**config.mk**
```make
export PLATFORM = sky130hd
export DESIGN_NAME = run_ctrl
export DESIGN_NICKNAME = d
export VERILOG_FILES = /design/src/rtl/run_ctrl_pkg.sv /design/src/rtl/sat_counter.sv /design/src/rtl/run_ctrl.sv
export SDC_FILE = /design/constraint.sdc
export NUM_CORES = 1
export LEC_CHECK = 0
export ABC_AREA = 0
export BUFFER_PORTS_ARGS = -buffer_cell sky130_fd_sc_hd__buf_2
export CORE_MARGIN = 3
export CORE_UTILIZATION = 50
export CTS_CLUSTER_DIAMETER = 120
export DETAILED_ROUTE_END_ITERATION = 8
export PLACE_DENSITY = 0.74
export RECOVER_POWER = 100
export SYNTH_ARGS = -nofsm -noshare
export SYNTH_HDL_FRONTEND = slang
export SYNTH_SLANG_ARGS = --single-unit
```
**constraint.sdc**
```tcl
create_clock -name clk -period 2.43 [get_ports clk]
set_input_delay 0.1215 -clock clk [delete_from_list [all_inputs] [get_ports clk]]
set_output_delay 0.1215 -clock clk [all_outputs]
set_load 0.05 [all_outputs]
```
**src/rtl/run_ctrl_pkg.sv**
```systemverilog
// Shared types for the run controller: FSM state encoding and the
// width helper used to size the PC-repeat counter.
package run_ctrl_pkg;

  typedef enum logic [1:0] {
    ST_RST  = 2'd0,
    ST_RUN  = 2'd1,
    ST_HALT = 2'd2,
    ST_TMO  = 2'd3
  } state_t;

  function automatic int unsigned same_cnt_w(input int unsigned halt_repeat);
    return $clog2(halt_repeat + 1);
  endfunction

endpackage

```
**src/rtl/sat_counter.sv**
```systemverilog
// Up-counter with synchronous clear that sticks at all-ones instead of
// wrapping.
module sat_counter #(
  parameter int unsigned W = 8
) (
  input  logic         clk,
  input  logic         reset,
  input  logic         clr,
  input  logic         inc,
  output logic [W-1:0] q
);

  always_ff @(posedge clk) begin
    if (reset || clr) begin
      q <= '0;
    end else if (inc && (q != '1)) begin
      q <= q + W'(1);
    end
  end

endmodule

```
**src/rtl/run_ctrl.sv**
```systemverilog
// Run controller for the pipelined MIPS core: sequences the core reset,
// counts cycles and retired instructions, and ends the run on a PC
// self-loop (halt) or when the cycle budget is used up (timeout).
module run_ctrl
  import run_ctrl_pkg::*;
#(
  parameter int unsigned RESET_CYCLES = 2,
  parameter int unsigned MAX_CYCLES   = 100000,
  parameter int unsigned HALT_REPEAT  = 4,
  parameter int unsigned CNT_W        = 32,
  parameter int unsigned PC_W         = 32
) (
  input  logic             clk,
  input  logic             reset,
  input  logic             run_en,
  input  logic [PC_W-1:0]  pc,
  input  logic             pc_valid,
  output logic             cpu_reset,
  output logic [CNT_W-1:0] cycle_cnt,
  output logic [CNT_W-1:0] instr_cnt,
  output logic             done,
  output logic             timeout,
  output logic [1:0]       state
);

  localparam int unsigned SW = same_cnt_w(HALT_REPEAT);
  localparam int unsigned RW = (RESET_CYCLES > 1) ? $clog2(RESET_CYCLES) : 1;

  state_t           st, st_nxt;
  logic [RW-1:0]    rst_cnt;
  logic [SW-1:0]    same_cnt, same_upd;
  logic [PC_W-1:0]  last_pc;
  logic             have_pc;
  logic             running, cyc_inc, ins_inc, in_rst;
  logic             pc_match, halt_hit, tmo_hit;
  logic [CNT_W-1:0] cycle_upd;
  logic             cpu_reset_nxt, done_nxt, timeout_nxt;

  assign running = (st == ST_RUN);
  assign in_rst  = (st == ST_RST);
  assign cyc_inc = running && run_en;
  assign ins_inc = running && pc_valid;
  assign state   = st;

  sat_counter #(.W(CNT_W)) u_cycle_cnt (
    .clk   (clk),
    .reset (reset),
    .clr   (in_rst),
    .inc   (cyc_inc),
    .q     (cycle_cnt)
  );

  sat_counter #(.W(CNT_W)) u_instr_cnt (
    .clk   (clk),
    .reset (reset),
    .clr   (in_rst),
    .inc   (ins_inc),
    .q     (instr_cnt)
  );

  // Halt/timeout are judged on the post-edge counter values, so they are
  // recomputed here instead of waiting a cycle for the registers.
  always_comb begin
    pc_match  = pc_valid && have_pc && (pc == last_pc);
    same_upd  = pc_match ? (same_cnt + SW'(1)) : SW'(1);
    halt_hit  = running && pc_match && (same_upd == SW'(HALT_REPEAT));
    cycle_upd = (cycle_cnt == '1) ? cycle_cnt : (cycle_cnt + CNT_W'(1));
    tmo_hit   = cyc_inc && (cycle_upd == CNT_W'(MAX_CYCLES));
  end

  always_ff @(posedge clk) begin
    if (reset) begin
      st        <= ST_RST;
      cpu_reset <= 1'b1;
      done      <= 1'b0;
      timeout   <= 1'b0;
    end else begin
      st        <= st_nxt;
      cpu_reset <= cpu_reset_nxt;
      done      <= done_nxt;
      timeout   <= timeout_nxt;
    end
  end

  always_comb begin
    st_nxt = st;
    unique case (st)
      ST_RST:  if (rst_cnt == RW'(RESET_CYCLES - 1)) st_nxt = ST_RUN;
      ST_RUN: begin
        if (halt_hit)     st_nxt = ST_HALT;
        else if (tmo_hit) st_nxt = ST_TMO;
      end
      default: st_nxt = st;
    endcase
  end

  // Outputs are decoded from the next state and registered alongside it.
  always_comb begin
    cpu_reset_nxt = (st_nxt == ST_RST);
    done_nxt      = (st_nxt == ST_HALT) || (st_nxt == ST_TMO);
    timeout_nxt   = (st_nxt == ST_TMO);
  end

  always_ff @(posedge clk) begin
    if (reset) begin
      rst_cnt  <= '0;
      same_cnt <= '0;
      have_pc  <= 1'b0;
      last_pc  <= '0;
    end else begin
      if (in_rst) begin
        rst_cnt <= rst_cnt + RW'(1);
      end
      if (ins_inc) begin
        last_pc  <= pc;
        have_pc  <= 1'b1;
        same_cnt <= same_upd;
      end
    end
  end

endmodule

```
==> metrics <==
TritonCTS clock tree=done; Synth Flop Type=dfxtp_1; largest net degree at the start of global routing=47; vias in the first global route=~5200; initial antenna violation count=0; Vias/cell=approximately 5.5; CP max FO=11; Mapped Area=about 0.0056 sq mm; Avg Cell Area, Syn=roughly 8.1 sq um; fmax=roughly 0.44 GHz; fin util=0.6274; main area contributors after synthesis=dfxtp_1, xor2_1, nand2_1; Worst Setup End Kind=flip-flop; Chip Width=around 110 microns; Post-synth ARST share=0; Tcrit/Tclk final=0.9257; Worst Path Buf+Inv=0; status=finished clean; Hold Startpoint=run_en; worst endpoint data arrival time=2.53 ns; Multi-input gate area=between 0.003 and 0.004 sq mm; Diodes inserted=0; clock skew=0.008746 ns; R2R cell count=7; via count=5330; r2r setup slk=around 0.18 ns; critical-path cell list=and4_2, nand4_1, or4_1, o2111ai_1, nor4_1, or3_1, o311a_1; Core Area=0.01089 sq mm; Top Family by Delay on Critical Path=simple AND/OR/NAND/NOR gates; Max Cap Viol=0; number of I/O port buffers=approximately 100; clk slew on worst S/H paths=0.10 ns; worst path required time=around 2.7 ns; area leader, netlist=dfxtp_1; DP Area=between 0.006 and 0.007 sq mm; Layout area overhead=21.71%; cells after synthesis=between 600 and 700; worst slew pin tran=0.6607 ns; cell area after layout=around 0.007 sq mm; Num CTS Buffers=9; DRT antenna net count=0; CTS root buf=clkbuf_8; Post-route DRC=0; row count=38; WL/cell=between 10 and 15 microns; VDD IR max=around 0.30 mV; Longest Clk Path Bufs=2; CTS sink count=106; hpwl dp=9989 microns; synth warn=0; Hold Path Sink=u_cycle_cnt.q[9]; fin. max-slew vios=0; pwr dens=just under 500 mW/mm^2; Synth top area share=0.3781; die area=approximately 0.013 sq mm; RR Endpoint=done; commonest cells in the netlist=dfxtp_1, nand2_1, nor2_1; Yosys reg bits=between 100 and 150; Crit-path slowest cell=dfxtp_2; Cell variety after synth=68; hold path cells=6; GP Congestion=about 0.88; Syn Nets=between 700 and 800; Initial DRC Count=between 300 and 400; storage element area=0.002140 sq mm; clk_lat worst skew=between 0.3 and 0.4 ns; fillers=roughly 950; layout cells sized above 1=0.1743; endpoints failing setup=0; max incr delay on CP=roughly 0.46 ns; Initial Util=0.5155; Static Leak=between 2 and 2.5 nW; EDFF count, synth=0; fin crit period=about 2.2 ns; Max-Slew Margin vs Limit=0.5614; Final Hold Fails=0; unrepaired setup endpoints after global routing=yes; worst hold path class=input port to flip-flop; Clock H-tree levels=3; most numerous cell in the Yosys netlist=dfxtp_1; Post-Route WL=14400 microns; Die Span Y=112.0 microns; first-pass GRT wire length=about 24000 microns; Setup CP Type=flip-flop to flip-flop; CP Launch Type=flip-flop; detailed-routing iteration count for the pre-antenna-repair pass=4; Worst R2R Start=u_cycle_cnt.q[6]; # nets final=around 870; total track usage=0.2331; grt ovf=0; register area share after synthesis=0.3781; io pins=around 110
[cells by family after synthesis]
logic type	share of synthesized area
AO/OA/AOI/OAI	0.09430
XOR/XNOR	0.1514
buffers and inverters	0.05060
flip-flops	0.3781
adder cells (fa/ha/maj)	0.006688
multiplexers	0.003567
AND/OR/NAND/NOR	0.3154
[stage by stage]
stage          cells  setup slack [ns]  hold WS (ns)   TNS, ns  power [W]
6_report         972            0.1806        0.3388         0   0.003313
5_1_grt          972          -0.01496        0.3549  -0.01496   0.003454
4_1_cts          969           0.07600        0.3231         0   0.003342
3_5_place_dp     920           0.09482        0.3864         0   0.002069
3_3_place_gp     920            0.1798        0.3794         0   0.002061
2_1_floorplan    691          0.004349        0.2501         0   0.001978
[cells in the final DEF, fill, tap and decap left out, types with 3 or more instances in the layout]
master and instances:
dfxtp_2 8, and4_2 5, nand2_1 105, nand3_2 3, nand4_1 23, nor4_1 17, clkbuf_1 43, a21oi_1 45
inv_1 14, o21ai_0 11, xnor2_1 38, or3_1 8, nand3_1 31, nor3_1 14, o22ai_1 3, a31oi_1 4
xor2_1 59, buf_4 26, nor2_1 85, nor2b_1 6, and3_1 7, and2_1 6, dlygate4sd3_1 33, ha_1 3
and4_1 4, dfxtp_1 96, clkbuf_8 9, buf_2 61
[power by group]
group / leakage (nW) / total [W] / internal, W / switching, W
sequential: 0.862 / 0.00179 / 0.00177 / 0.0000233
combinational: 1.48 / 0.000285 / 0.000123 / 0.000163
clock: 0.115 / 0.00124 / 0.000589 / 0.000650
[timing repair]
action / CTS / global route
hold endpoints to repair: 33 / 0
hold buffers: 33 / 0
resized for setup: 0 / 8
setup endpoints to repair: 0 / 9
setup buffers: 0 / 3
[worst min-delay path: stages]
cell,delay (ns)
buf_2,0.11
nand2_1,0.14
a31oi_4,0.08
nand3_2,0.11
xor2_1,0.07
nor2_1,0.07
[how the worst max path moves through the flow]
stage                                 start  endpoint  slack, ns  cells past startpoint
after floorplan           u_cycle_cnt.q[18]      done      0.004                      8
final                      u_cycle_cnt.q[6]      done       0.18                      7
after detailed placement   u_cycle_cnt.q[0]      done       0.09                      8
after CTS                  u_cycle_cnt.q[0]      done       0.08                      8
after global placement     u_cycle_cnt.q[0]  state[1]       0.18                      8
after global routing      u_cycle_cnt.q[11]   timeout      -0.01                      7
[registers in the layout, summed over array words and instances (netlist names), 2 cells and up]
| register | flops |
|---|---|
| last_pc | 32 |
| same_cnt | 3 |
| state | 2 |
| u_cycle_cnt.q | 32 |
| u_instr_cnt.q | 32 |
[final cells by class]
class,count,share of cell area
Sequential cell,106,0.3132
Clock buffer,9,0.01813
Clock inverter,7,0.01429
Inverter,14,0.007692
Tap cell,140,0.02564
Timing Repair Buffer,164,0.1482
Multi-Input combinational cell,532,0.4729
[routing by layer]
layer | track usage | vias to the layer above | part of all wire | wire length [microns]
li1 | - | 2645 | - | -
met5 | 0 | - | 0 | 0
met1 | 0.2851 | 2497 | 0.44 | 6296
met2 | 0.3977 | 156 | 0.49 | 7025
met4 | 0.1138 | 0 | 0.029 | 412
met3 | 0.03913 | 32 | 0.046 | 665
Power figures use the tool's default switching activity.
